==> config.mk <==
export PLATFORM = sky130hd
export DESIGN_NAME = reg_write_decoder_flat
export DESIGN_NICKNAME = d
export VERILOG_FILES = /design/src/rtl/reg_write_decoder_if.sv /design/src/rtl/reg_write_decoder.sv /design/src/flat_wrapper.sv
export SDC_FILE = /design/constraint.sdc
export NUM_CORES = 1
export LEC_CHECK = 0
export ABC_CLOCK_PERIOD_IN_PS = 2300
export CORE_ASPECT_RATIO = 1.1
export CORE_MARGIN = 5
export CORE_UTILIZATION = 37
export DETAILED_ROUTE_END_ITERATION = 12
export MAX_ROUTING_LAYER = met4
export PLACE_DENSITY = 0.77
export REMOVE_ABC_BUFFERS = 1
export SKIP_CTS_REPAIR_TIMING = 1
export SLEW_MARGIN = 30
export SYNTH_ARGS = -nofsm -noshare
export SYNTH_HDL_FRONTEND = slang
export SYNTH_SLANG_ARGS = --single-unit
==> constraint.sdc <==
create_clock -name clk -period 2.3 [get_ports clk]
set_input_delay 0.345 -clock clk [delete_from_list [all_inputs] [get_ports clk]]
set_output_delay 0.345 -clock clk [all_outputs]
set_load 0.05 [all_outputs]
==> src/rtl/reg_write_decoder_if.sv <==
// rtl/reg_write_decoder_if.sv - write request, forward compare and register-enable bundle
// Groups the write request, read-port compare addresses and the decoded
// register-file drive signals between the decoder and its neighbours.
interface reg_write_decoder_if #(
  parameter int WIDTH  = 64,
  parameter int ADDR_W = 5
);
  localparam int NREGS = 1 << ADDR_W;

  // Write request side
  logic              wr_en;
  logic [ADDR_W-1:0] wr_addr;
  logic [WIDTH-1:0]  wr_data;

  // Read-port addresses used only for the forward compare
  logic [ADDR_W-1:0] rd_addr_a;
  logic [ADDR_W-1:0] rd_addr_b;

  // Register-file drive and pending-stage visibility
  logic [NREGS-1:0]  reg_en;
  logic [WIDTH-1:0]  reg_data;
  logic              pend_valid;
  logic [ADDR_W-1:0] pend_addr;
  logic              fwd_a;
  logic              fwd_b;

  // Requester / observer side
  modport master (
    output wr_en, wr_addr, wr_data, rd_addr_a, rd_addr_b,
    input  reg_en, reg_data, pend_valid, pend_addr, fwd_a, fwd_b
  );

  // Decoder side
  modport slave (
    input  wr_en, wr_addr, wr_data, rd_addr_a, rd_addr_b,
    output reg_en, reg_data, pend_valid, pend_addr, fwd_a, fwd_b
  );
endinterface

==> src/rtl/reg_write_decoder.sv <==
// rtl/reg_write_decoder.sv - register file write-port decoder with one-cycle pending stage
// Captures one write request per cycle into a single-entry pending stage,
// decodes it into one-hot register load enables and flags read ports whose
// address matches the in-flight write. Writes to the zero register are
// consumed but never committed. All outputs come from registered state plus
// the read addresses; the write inputs never reach an output combinationally.
module reg_write_decoder #(
  parameter int WIDTH    = 64,
  parameter int ADDR_W   = 5,
  parameter int ZERO_REG = 31
) (
  input logic              clk,
  input logic              reset,
  reg_write_decoder_if.slave bus
);
  localparam int NREGS = 1 << ADDR_W;

  localparam logic [ADDR_W-1:0] ZERO_ADDR = ADDR_W'(ZERO_REG);
  // Belt-and-braces mask: the zero register's enable is cut at the decoder
  // output as well, not only through pend_valid.
  localparam logic [NREGS-1:0]  ZERO_MASK = NREGS'(1) << ZERO_REG;

  logic              pend_valid;
  logic [ADDR_W-1:0] pend_addr;
  logic [WIDTH-1:0]  pend_data;
  logic [NREGS-1:0]  decoded;

  // Pending stage: every request overwrites it; address/data hold when idle.
  always_ff @(posedge clk or posedge reset) begin
    if (reset) begin
      pend_valid <= 1'b0;
      pend_addr  <= '0;
      pend_data  <= '0;
    end else begin
      pend_valid <= bus.wr_en && (bus.wr_addr != ZERO_ADDR);
      if (bus.wr_en) begin
        pend_addr <= bus.wr_addr;
        pend_data <= bus.wr_data;
      end
    end
  end

  // Plain ADDR_W-to-NREGS decode of the pending address, ungated.
  always_comb begin
    decoded            = '0;
    decoded[pend_addr] = 1'b1;
  end

  assign bus.reg_en     = pend_valid ? (decoded & ~ZERO_MASK) : '0;
  assign bus.reg_data   = pend_data;
  assign bus.pend_valid = pend_valid;
  assign bus.pend_addr  = pend_addr;

  // Forward flags are combinational on the read addresses so the read mux
  // can pick the in-flight value in the same cycle the address arrives.
  assign bus.fwd_a = pend_valid && (bus.rd_addr_a == pend_addr);
  assign bus.fwd_b = pend_valid && (bus.rd_addr_b == pend_addr);
endmodule

==> src/flat_wrapper.sv <==
// flat-port wrapper written by rule: the top's interface ports become plain ports
module reg_write_decoder_flat 
#(
  parameter int WIDTH    = 64,
  parameter int ADDR_W   = 5,
  parameter int ZERO_REG = 31
)
  (clk, reset, bus_wr_en, bus_wr_addr, bus_wr_data, bus_rd_addr_a, bus_rd_addr_b, bus_reg_en, bus_reg_data, bus_pend_valid, bus_pend_addr, bus_fwd_a, bus_fwd_b);
  reg_write_decoder_if #(.WIDTH(WIDTH), .ADDR_W(ADDR_W)) bus_i ();
  input logic clk;
  input logic reset;
  input wire logic [$bits(bus_i.wr_en)-1:0] bus_wr_en;
  input wire logic [$bits(bus_i.wr_addr)-1:0] bus_wr_addr;
  input wire logic [$bits(bus_i.wr_data)-1:0] bus_wr_data;
  input wire logic [$bits(bus_i.rd_addr_a)-1:0] bus_rd_addr_a;
  input wire logic [$bits(bus_i.rd_addr_b)-1:0] bus_rd_addr_b;
  output wire logic [$bits(bus_i.reg_en)-1:0] bus_reg_en;
  output wire logic [$bits(bus_i.reg_data)-1:0] bus_reg_data;
  output wire logic [$bits(bus_i.pend_valid)-1:0] bus_pend_valid;
  output wire logic [$bits(bus_i.pend_addr)-1:0] bus_pend_addr;
  output wire logic [$bits(bus_i.fwd_a)-1:0] bus_fwd_a;
  output wire logic [$bits(bus_i.fwd_b)-1:0] bus_fwd_b;
  assign bus_i.wr_en = bus_wr_en;
  assign bus_i.wr_addr = bus_wr_addr;
  assign bus_i.wr_data = bus_wr_data;
  assign bus_i.rd_addr_a = bus_rd_addr_a;
  assign bus_i.rd_addr_b = bus_rd_addr_b;
  assign bus_reg_en = bus_i.reg_en;
  assign bus_reg_data = bus_i.reg_data;
  assign bus_pend_valid = bus_i.pend_valid;
  assign bus_pend_addr = bus_i.pend_addr;
  assign bus_fwd_a = bus_i.fwd_a;
  assign bus_fwd_b = bus_i.fwd_b;
  reg_write_decoder #(.WIDTH(WIDTH), .ADDR_W(ADDR_W), .ZERO_REG(ZERO_REG)) u_core (.clk(clk), .reset(reset), .bus(bus_i));
endmodule
* Yosys cells after proc, flatten, opt, wreduce, memory -nomap -nowiden
Cells that the tools add are included.
** Word-level totals
- Flip-flop bits (word level) :: 70
- Input bits :: 82
- Output and inout port bits :: 104
** Cells by class
- $lt $le $gt $ge :: 2
- Equality and inequality tests :: 3
- Mux-type cells :: 3
- Reductions and logical operators :: 4
** Operators by type and width (number)
- two-way mux 31 bit :: 1
- == test 5 bit :: 2
- less-than comparator 5 x 6 -> 1 bit, second input constant :: 1
- demux 1 bit (select 5 bit) :: 1
- greater-or-equal comparator 5 x 1 -> 1 bit, second input constant :: 1
- inequality test 5 bit, second input constant :: 1
- logical AND 1 bit :: 4
- two-way mux 1 bit :: 1

* Depth between registers and ports, before layout
Gate-level depths: netlist (run 1).
- Depth in word-level cells :: 5
- Depth in mapped cells :: 4

* Worst setup path after synthesis (run 1)
OpenSTA, ideal clock, no wires.
- Path type :: register -> output
- From :: register u_core.pend_addr[4] (netlist: u_core.bus.pend_addr[4])
- To :: output port bus_reg_en[17]
- Data arrival time :: 1.956 ns
- Required time :: 1.955 ns
- Path slack :: -0.001 ns
- Stages on the path, launching flop included :: 4
- Path buffers :: 1
- Cell sequence :: dfrtp_1 -> buf_4 -> or3b_1 -> nor2_1
** Between the ends
- Cells in the longest elaborated chain, start to end :: 5
** RTL lines
- from (decl) :: RTL line reg_write_decoder.sv:24 : logic [ADDR_W-1:0] pend_addr;
- from (signal assigned) :: RTL line reg_write_decoder.sv:37 : pend_addr <= bus.wr_addr;
- less-than comparator 5 x 6 -> 1 bit (not written as such) / greater-or-equal comparator 5 x 1 -> 1 bit (equally long branches) :: RTL line reg_write_decoder.sv:46 : decoded[pend_addr] = 1'b1;
- logical AND 1 bit (not written as such) :: RTL line reg_write_decoder.sv:46
- two-way mux 1 bit (not written as such) :: RTL line reg_write_decoder.sv:46
- demux 1 bit (select 5 bit) (*)
- two-way mux 31 bit (*) :: RTL line reg_write_decoder.sv:49 : assign bus.reg_en = pend_valid ? (decoded & ~ZERO_MASK) : '0;
- to (decl) :: RTL line flat_wrapper.sv:17 : output wire logic [$bits(bus_i.reg_en)-1:0] bus_reg_en;
Every way passes the cells marked *; elsewhere a longest branch is shown, timed or not.

* Worst setup path after layout (run 1)
- From :: register u_core.pend_addr[2] (netlist: u_core.bus.pend_addr[2])
- To :: output port bus_pend_addr[2]
** RTL lines
- to (decl) :: RTL line flat_wrapper.sv:20 : output wire logic [$bits(bus_i.pend_addr)-1:0] bus_pend_addr;
No word-level cell between the ends.

==> summary.md, run 1 <==
| Metric | Value |
|---|---|
| First-pass GRT wire length | `roughly 13000 um` |
| Clk slew on worst S/H paths | `70 ps` |
| Least-Margin Pin Slew | `541 ps` |
| TritonCTS buffer count | `9` |
| Crit-path max FO | `12` |
| Setup CP Type | `flop to output pin` |
| Pre-CTS WS | `362 ps` |
| Crit share post-route | `0.935` |
| Die Area | `9960 um^2` |
| Site row count | `34` |
| Cell family with most CP delay | `buffers and inverters` |
| Synth area leaders | `dfrtp_1, mux2_2, nor2_1, xor2_1, buf_2` |
| Nets | `about 480` |
| Effective utilization at floorplan | `0.377` |
| Util after Layout | `0.655` |
| Status | `complete, no violations` |
| Setup crit start kind | `flop` |
| Leak pwr | `2.13 nW` |
| Wl on met1 | `3050 um` |
| Area of the multi-input gates | `1140 um^2` |
| Post-DP HPWL | `6680 um` |
| Drt drc | `0` |
| Vias post-DR | `2367` |
| Top routing layer in use | `met4` |
| Seq pwr share | `0.415` |
| Area grow syn2layout | `73.8%` |
| H-tree levels | `3` |
| CORE AREA | `7910 um^2` |
| GR Util All Layers | `0.173` |
| Initial DRC Count | `78` |
| Crit-path max cell delay | `between 800 and 900 ps` |
| FF/Latch Area | `1750 um^2` |
| Post-Route WL | `8420 um` |
| Tightest Hold Check Type | `input port to asynchronous set/reset pin` |
| Vias per inst | `4.61` |
| DIE WIDTH | `95.6 um` |
| Worst VDD drop | `between 0.0004 and 0.0005 V` |
| Worst Path Arrival | `1810 ps` |
| Latest clock arrival within the worst-skew pair | `320 ps` |
| Layout cells sized above 1 | `0.316` |
| Clock sinks | `70` |
| Final Max Tran Viols | `0` |
| Maxcap violations | `0` |
| Vias in the first global route | `approximately 2500` |
| Relative slew slack | `0.638` |
| Clock power share | `0.247` |
| Setup tns final | `0 ps` |
| Routability cong. | `between 0.7 and 0.8` |
| Sw Share | `0.341` |
| Gate Count Post-Synth | `218` |
| Slowest stage cell on the critical path | `clkdlybuf4s50_1` |
| CTS tree | `yes` |
| RSZ-0062 raised after global routing | `false` |
| Synth Cell Area | `between 2000 and 3000 um^2` |
| Peak Freq | `0.465 GHz` |
| Initial antenna violation count | `0` |
| Int Power | `0.00228 W` |
| Largest net degree at the start of global routing | `71` |
| Top cell type by total area after synthesis | `dfrtp_1` |
| Worst clock skew | `0 ps` |
| Die Ht | `104 um` |
| Pre-antenna DRT Iters | `4` |
| NetSw | `0.00118 W` |
| Crit path capture type | `output pin` |
| Final Hold Violating Endpoints | `0` |
| Worst Setup Slack, final | `149 ps` |
| Area share of the largest cell type after synthesis | `0.587` |
| Met3 WL | `between 700 and 800 um` |
| Worst path required time | `slightly below 2000 ps` |
| Netlist cell types | `20` |
| Logic pwr share | `0.338` |
| Final setup vio count | `0` |
| Remaining Overflow, GRT | `0` |
| Synth Area per Inst | `13.7 um^2` |
| Clock buffer depth | `2` |
| Avg WL per Cell | `16.4 um` |
| N_diodes | `0` |
| Syn. warnings | `0` |
| Clock Tree Root | `clkbuf_8` |
| Fillers | `640` |
| Power per cell area | `668 nW/um^2` |
| Crit path buf inv count | `1` |
| #FFs+latches synth | `70` |
| Crit path time final | `2150 ps` |
| I/O Pins | `186` |
| IO buf count | `184` |
| Sequential fraction of the synthesis area | `0.587` |
| WL met2 | `between 4000 and 5000 um` |
| CP Cell Sequence | `clkdlybuf4s50_1` |
| Final ANT Viol Nets | `0` |
==> per-layer routing <==
metal | vias to the layer above | GRT usage
li1 | 1094 | -
met1 | 1150 | 0.182
met2 | 116 | 0.304
met3 | 7 | 0.0514
met4 | 0 | 0.0549
met5 | - | -
==> state kept, by name, summed over array words and instances, names as in the netlist <==
register               flops
u_core.bus.reg_data       64
u_core.bus.pend_addr       5
u_core.bus.pend_valid      1
==> layout by cell type (no fill, tap or decap), drive strengths merged <==
master         Yosys  layout
or3b               2       2
or3                1       1
dfrtp             70      70
o21a               1       1
nor2              33      33
nand3              3       3
buf               14      37
clkbuf             1      14
conb               1       1
clkdlybuf4s50      0     150
nand2              3       3
nand3b             5       5
clkinv             0       1
mux2              69      69
xnor2              2       2
inv                1       1
xor2               8       8
and3               2       2
nor4               2       2
==> area by class of cell <==
class / count / area share
well taps: 108 / 0.0261
multi-input cells: 132 / 0.219
inverters: 1 / 0.000724
clock inverters: 1 / 0.000965
repair buffers: 187 / 0.384
flip-flops and latches: 70 / 0.338
clock buffers: 14 / 0.0314
==> kinds of logic (layout without fill, tap and decap cells) <==
group | after synthesis | after routing | synth area share
AOI/OAI and AO/OA | 1 | 1 | 0.00252
xor gates and xnor gates | 10 | 10 | 0.0294
muxes | 69 | 69 | 0.260
DFF | 70 | 70 | 0.587
and+or+nand+nor | 51 | 51 | 0.0876
other | 1 | 1 | 0.00126
buffers and inverters | 16 | 203 | 0.0319
==> through the flow <==
step	hold WS (ps)	cells	area (um^2)	total power (W)
final	431	513	5180	0.00346
after global routing	449	513	5180	0.00363
after CTS	418	513	5180	0.00351
after detailed placement	494	498	5020	0.00264
after global placement	488	498	5020	0.00263
after floorplan	467	203	2890	0.00213
==> synth_stat cells (all sizes together) <==
cell type / instances
mux2: 69
xor2: 8
or3b: 2
conb: 1
nor2: 33
nand3b: 5
buf: 14
nand3: 3
clkbuf: 1
nand2: 3
nor4: 2
xnor2: 2
or3: 1
and3: 2
dfrtp: 70
o21a: 1
inv: 1
==> power groups by stage <==
stage | clock network (W) | registers, W | logic (W)
floorplan | 0 | 0.00189 | 0.000240
global placement | 0 | 0.00145 | 0.00117
detailed placement | 0 | 0.00146 | 0.00118
CTS | 0.000891 | 0.00144 | 0.00118
global route | 0.000952 | 0.00145 | 0.00122
finish | 0.000854 | 0.00144 | 0.00117
==> final timing paths <==
| path | start | to | slack (ps) | cells after the start |
|---|---|---|---|---|
| worst max-delay path | u_core.bus.pend_addr[2]$_DFFE_PP0P_ | bus_pend_addr[2] | 150 | 1 |
| worst min-delay path | reset | u_core.bus.reg_data[1]$_DFFE_PP0P_ | 430 | 3 |
| worst max register to register | u_core.bus.pend_addr[2]$_DFFE_PP0P_ | u_core.bus.pend_addr[2]$_DFFE_PP0P_ | 1330 | 1 |
| worst min register to register | u_core.bus.reg_data[31]$_DFFE_PP0P_ | u_core.bus.reg_data[31]$_DFFE_PP0P_ | 500 | 1 |
| max in group asynchronous | reset | u_core.bus.pend_addr[4]$_DFFE_PP0P_ | 1480 | 3 |
| min in group clk | u_core.bus.reg_data[31]$_DFFE_PP0P_ | u_core.bus.reg_data[31]$_DFFE_PP0P_ | 500 | 1 |
Power figures use the tool's default switching activity.
==> run 2: changes to the inputs <==
--- a/config.mk
+++ b/config.mk
@@ -10,6 +10,7 @@
 export CORE_MARGIN = 5
 export CORE_UTILIZATION = 37
 export DETAILED_ROUTE_END_ITERATION = 12
+export GPL_TIMING_DRIVEN = 0
 export MAX_ROUTING_LAYER = met4
 export PLACE_DENSITY = 0.77
 export REMOVE_ABC_BUFFERS = 1
==> run 2 against run 1 <==
  * First-iteration DRC count down 17%
  * Register-to-register slack better by 20 ps
  * Clock power up 19%
==> summary.md, run 2 (synthesized netlist as in run 1, its figures left out) <==
| Metric | Value |
|---|---|
| First-pass GRT wire length | `between 10000 and 15000 um` |
| Crit path time final | `between 2000 and 2500 ps` |
| Setup crit start kind | `flop` |
| Worst Path Arrival | `about 1800 ps` |
| RSZ-0062 raised after global routing | `true` |
| Commonest non-fill, non-tap cells in the layout | `clkdlybuf4s50_1, mux2_2, dfrtp_1` |
| Slowest stage cell on the critical path | `dfrtp_1` |
| Worst Setup Slack, final | `126 ps` |
| Worst path required time | `slightly below 2000 ps` |
| Crit path buf inv count | `1` |
| CP Cell Sequence | `nand3b_1 > nor2_1 > dlymetal6s2s_1` |
| Final Hold Violating Endpoints | `0` |
| Tightest Hold Check Type | `input port to asynchronous set/reset pin` |
| Setup CP Type | `flop to output pin` |
| Reg-to-reg critical path startpoint | `u_core.bus.pend_addr[2]$_DFFE_PP0P_` |
| IO buf count | `roughly 180` |
| Clock buffer depth | `2` |
| Post-DP Area | `~4900 um^2` |
| Maxcap violations | `0` |
| Die Ht | `104 um` |
| Power per cell area | `712 nW/um^2` |
| Least-Margin Pin Slew | `533 ps` |
| I/O Pins | `roughly 190` |
| Remaining Overflow, GRT | `0` |
| Clock Tree Root | `clkbuf_8` |
| Vias per inst | `4.63` |
| N_diodes | `0` |
| Worst VDD drop | `0.000507 V` |
| Routability cong. | `0.742` |
| Largest net degree at the start of global routing | `42` |
| Final Max Tran Viols | `0` |
| Crit-path max cell delay | `520 ps` |
| Status | `complete, no violations` |
| Finished Layout Cells | `513` |
| Site row count | `34` |
| Leak pwr | `between 2 and 2.5 nW` |
| Pre-CTS WS | `-240 ps` |
| TritonCTS buffer count | `9` |
| CORE AREA | `7910 um^2` |
| Latest clock arrival within the worst-skew pair | `330 ps` |
| H-tree levels | `3` |
| Drt drc | `0` |
| Vias in the first global route | `around 2500` |
| GR Util All Layers | `0.169` |
| Layout cells sized above 1 | `0.294` |
| Crit share post-route | `0.945` |
| CTS tree | `yes` |
| Most common cell after layout, fill and taps aside | `clkdlybuf4s50_1` |
| DP Cell Count | `a little under 500` |
| Crit path capture type | `output pin` |
| Vias post-DR | `2375` |
| Die Area | `9960 um^2` |
| Relative slew slack | `0.643` |
| Max FFs per register | `64` |
| Initial antenna violation count | `0` |
| Clock sinks | `70` |
| Area grow syn2layout | `69.9%` |
| Nets | `slightly below 500` |
| Post-DP HPWL | `about 6600 um` |
| Pwr Total | `roughly 0.0036 W` |
| Reg2Reg Setup Slack | `1350 ps` |
| Peak Freq | `between 0.4 and 0.5 GHz` |
| Cell family with most CP delay | `flip-flops` |
| Crit-path max FO | `12` |
| DIE WIDTH | `95.6 um` |
| Post-Route WL | `between 8000 and 9000 um` |
| Worst clock skew | `0 ps` |
| Final setup vio count | `0` |
| Worst Setup SP | `u_core.bus.pend_addr[2]$_DFFE_PP0P_` |
| Final ANT Viol Nets | `0` |
| Clk slew on worst S/H paths | `70 ps` |
| Avg WL per Cell | `16.2 um` |
| Effective utilization at floorplan | `0.377` |
| Fin area | `just over 5000 um^2` |
| Initial DRC Count | `65` |
| Pre-antenna DRT Iters | `4` |
-- run 2: stage by stage --
step	setup TNS, ps	hold slack, ps	utilization
5_1_grt	-11.6	396	0.641
3_3_place_gp	-163720	489	0.615
6_report	0	366	0.641
4_1_cts	-10710	365	0.647
2_1_floorplan	0	467	-
3_5_place_dp	-1330	495	0.620
-- run 2: layer usage --
metal	GRT usage	wire [um]	vias to the layer above
li1	-	-	1101
met1	0.176	3090	1146
met2	0.295	4250	117
met3	0.0586	829	11
met4	0.0518	123	0
met5	-	0	-
-- run 2: layout make-up --
type	count	area [um^2]
multi-input combinational	132	1140
tap	108	135
fill	649	2840
sequential	70	1750
timing repair buffer	186	1830
clock buffer	11	151
inverter	1	6.26
clock inverter	5	57.6
-- run 2: final timing paths --
check / end / depth (start not counted)
worst max-delay path: bus_reg_en[27] / 3
worst min-delay path: u_core.bus.reg_data[21]$_DFFE_PP0P_ / 2
worst max register to register: u_core.bus.pend_addr[2]$_DFFE_PP0P_ / 1
worst min register to register: u_core.bus.reg_data[31]$_DFFE_PP0P_ / 1
max in group asynchronous: u_core.bus.pend_addr[4]$_DFFE_PP0P_ / 3
min in group clk: u_core.bus.pend_valid$_DFF_PP0_ / 2
-- run 2: where the power goes --
part	switching (W)	internal [W]
sequential	0.0000834	0.00135
combinational	0.000683	0.000471
clock	0.000461	0.000558
==> run 3: changes to the inputs <==
--- a/config.mk
+++ b/config.mk
@@ -13,7 +13,6 @@
 export GPL_TIMING_DRIVEN = 0
 export MAX_ROUTING_LAYER = met4
 export PLACE_DENSITY = 0.77
-export REMOVE_ABC_BUFFERS = 1
 export SKIP_CTS_REPAIR_TIMING = 1
 export SLEW_MARGIN = 30
 export SYNTH_ARGS = -nofsm -noshare
==> run 3 against run 2 <==
  * Fmax is 0.97% lower
  * Total power fell by 0.10%
  * Via count is 0.88% higher
  * Clock power about the same
  * Non-clock buffer count up 13
  * Critical endpoint is now bus_fwd_a
  * First-iteration DRC count grew 7.7%
  * Cell count is 2.5% higher
==> summary.md, run 3 (synthesized netlist as in run 1, its figures left out) <==
| Metric | Value |
|---|---|
| Vias post-DR | `2396` |
| Crit-path max FO | `10` |
| Nets | `495` |
| Clock sinks | `70` |
| Leak pwr | `2.22 nW` |
| Worst VDD drop | `~0.00053 V` |
| Remaining Overflow, GRT | `0` |
| GR Util All Layers | `0.177` |
| IO buf count | `183` |
| Routability cong. | `0.789` |
| N_diodes | `0` |
| Peak Freq | `between 0.4 and 0.5 GHz` |
| Maxcap violations | `0` |
| CP Cell Sequence | `buf_2 > xor2_1 > nor4_2 > and3_1 > clkbuf_4` |
| Area grow syn2layout | `69.7%` |
| Avg WL per Cell | `16.0 um` |
| Drt drc | `0` |
| Initial DRC Count | `70` |
| Crit-path max cell delay | `between 400 and 500 ps` |
| Vias per inst | `4.56` |
| Largest net degree at the start of global routing | `43` |
| H-tree levels | `3` |
| Power per cell area | `between 700 and 800 nW/um^2` |
| Mapped Nets | `300` |
| Cell family with most CP delay | `simple AND/OR/NAND/NOR gates` |
| CORE AREA | `7910 um^2` |
| Die Ht | `104 um` |
| Reg-to-reg critical path startpoint | `u_core.bus.pend_addr[3]$_DFFE_PP0P_` |
| Worst clock skew | `0 ps` |
| Crit path buf inv count | `2` |
| Setup crit start kind | `flop` |
| Clk slew on worst S/H paths | `80 ps` |
| Site row count | `34` |
| Post-Route WL | `8430 um` |
| TritonCTS buffer count | `9` |
| FF/Latch Area | `approximately 1800 um^2` |
| Die Area | `9960 um^2` |
| DIE WIDTH | `approximately 96 um` |
| Finished Layout Cells | `between 500 and 600` |
| Reg2Reg Setup Slack | `1310 ps` |
| Final ANT Viol Nets | `0` |
| Clock buffer depth | `2` |
| Worst path required time | `~2000 ps` |
| First-pass GRT wire length | `~13000 um` |
| Crit path time final | `2200 ps` |
| Final Hold Violating Endpoints | `0` |
| Tightest Hold Check Type | `input port to asynchronous set/reset pin` |
| Setup CP Type | `flop to output pin` |
| Slowest stage cell on the critical path | `dfrtp_1` |
| I/O Pins | `186` |
| CTS tree | `yes` |
| Final Max Tran Viols | `0` |
| Final setup vio count | `0` |
| Most common cell after layout, fill and taps aside | `clkdlybuf4s50_1` |
| Worst r2r path cells | `2` |
| Commonest non-fill, non-tap cells in the layout | `clkdlybuf4s50_1, dfrtp_1, mux2_2` |
| Status | `complete, no violations` |
| RSZ-0062 raised after global routing | `false` |
| Initial antenna violation count | `0` |
| Pre-antenna DRT Iters | `4` |
| Post-DP HPWL | `6730 um` |
| Crit path capture type | `output pin` |
| Latest clock arrival within the worst-skew pair | `330 ps` |
| Fin area | `between 5000 and 6000 um^2` |
| DP Cell Count | `510` |
| Layout cells sized above 1 | `0.325` |
| Util after Layout | `0.640` |
| Vias in the first global route | `~2700` |
| Post-DP Area | `4970 um^2` |
| Effective utilization at floorplan | `0.377` |
| Crit share post-route | `0.955` |
| Fillers | `roughly 660` |
| Least-Margin Pin Slew | `535 ps` |
| Reg2reg end | `u_core.bus.pend_addr[3]$_DFFE_PP0P_` |
| Clock Tree Root | `clkbuf_8` |
| Worst Path Arrival | `around 1900 ps` |
| Relative slew slack | `0.642` |
| Area of the multi-input gates | `1140 um^2` |
| Max FFs per register | `64` |
-- run 3: worst max path at each step --
stage / start / to / slack (ps) / depth (start not counted)
finish: u_core.bus.pend_addr[3]$_DFFE_PP0P_ / bus_fwd_a / 100 / 5
global route: u_core.bus.pend_addr[0]$_DFFE_PP0P_ / bus_reg_en[14] / 9 / 4
CTS: u_core.bus.pend_addr[3]$_DFFE_PP0P_ / bus_fwd_a / -560 / 5
detailed placement: bus_rd_addr_a[2] / bus_fwd_a / -360 / 5
global placement: reset / u_core.bus.reg_data[13]$_DFFE_PP0P_ / -1010 / 2
floorplan: u_core.bus.pend_addr[4]$_DFFE_PP0P_ / bus_reg_en[17] / -0.9 / 3
-- run 3: layer usage --
metal / track usage / share of wire / up-vias
met1: 0.190 / 0.39 / 1144
met2: 0.309 / 0.51 / 115
met4: 0.0437 / 0.012 / 0
li1: - / - / 1125
met3: 0.0579 / 0.084 / 12
met5: - / 0 / -
-- run 3: metrics by stage --
| stage | setup WS [ps] | total power (W) | hold WS [ps] | setup TNS (ps) |
|---|---|---|---|---|
| 6_report | 105 | 0.00361 | 352 | 0 |
| 2_1_floorplan | -0.878 | 0.00216 | 497 | -2.63 |
| 5_1_grt | 8.72 | 0.00378 | 359 | 0 |
| 3_3_place_gp | -1010 | 0.00263 | 489 | -70760 |
| 4_1_cts | -559 | 0.00366 | 348 | -10540 |
| 3_5_place_dp | -363 | 0.00265 | 494 | -732 |
-- run 3: where the power goes --
part	leakage (nW)	internal, W	switching, W	total [W]
clock network	0.0996	0.000560	0.000437	0.000997
registers	0.819	0.00135	0.0000619	0.00141
logic	1.30	0.000481	0.000712	0.00119
-- run 3: area by class of cell --
cell class | instances | area share
clock buffers | 13 | 0.0314
multi-input cells | 132 | 0.226
clock inverters | 3 | 0.00840
inverters | 1 | 0.00124
repair buffers | 184 | 0.342
plain buffers | 15 | 0.0180
well taps | 108 | 0.0267
flip-flops and latches | 70 | 0.346
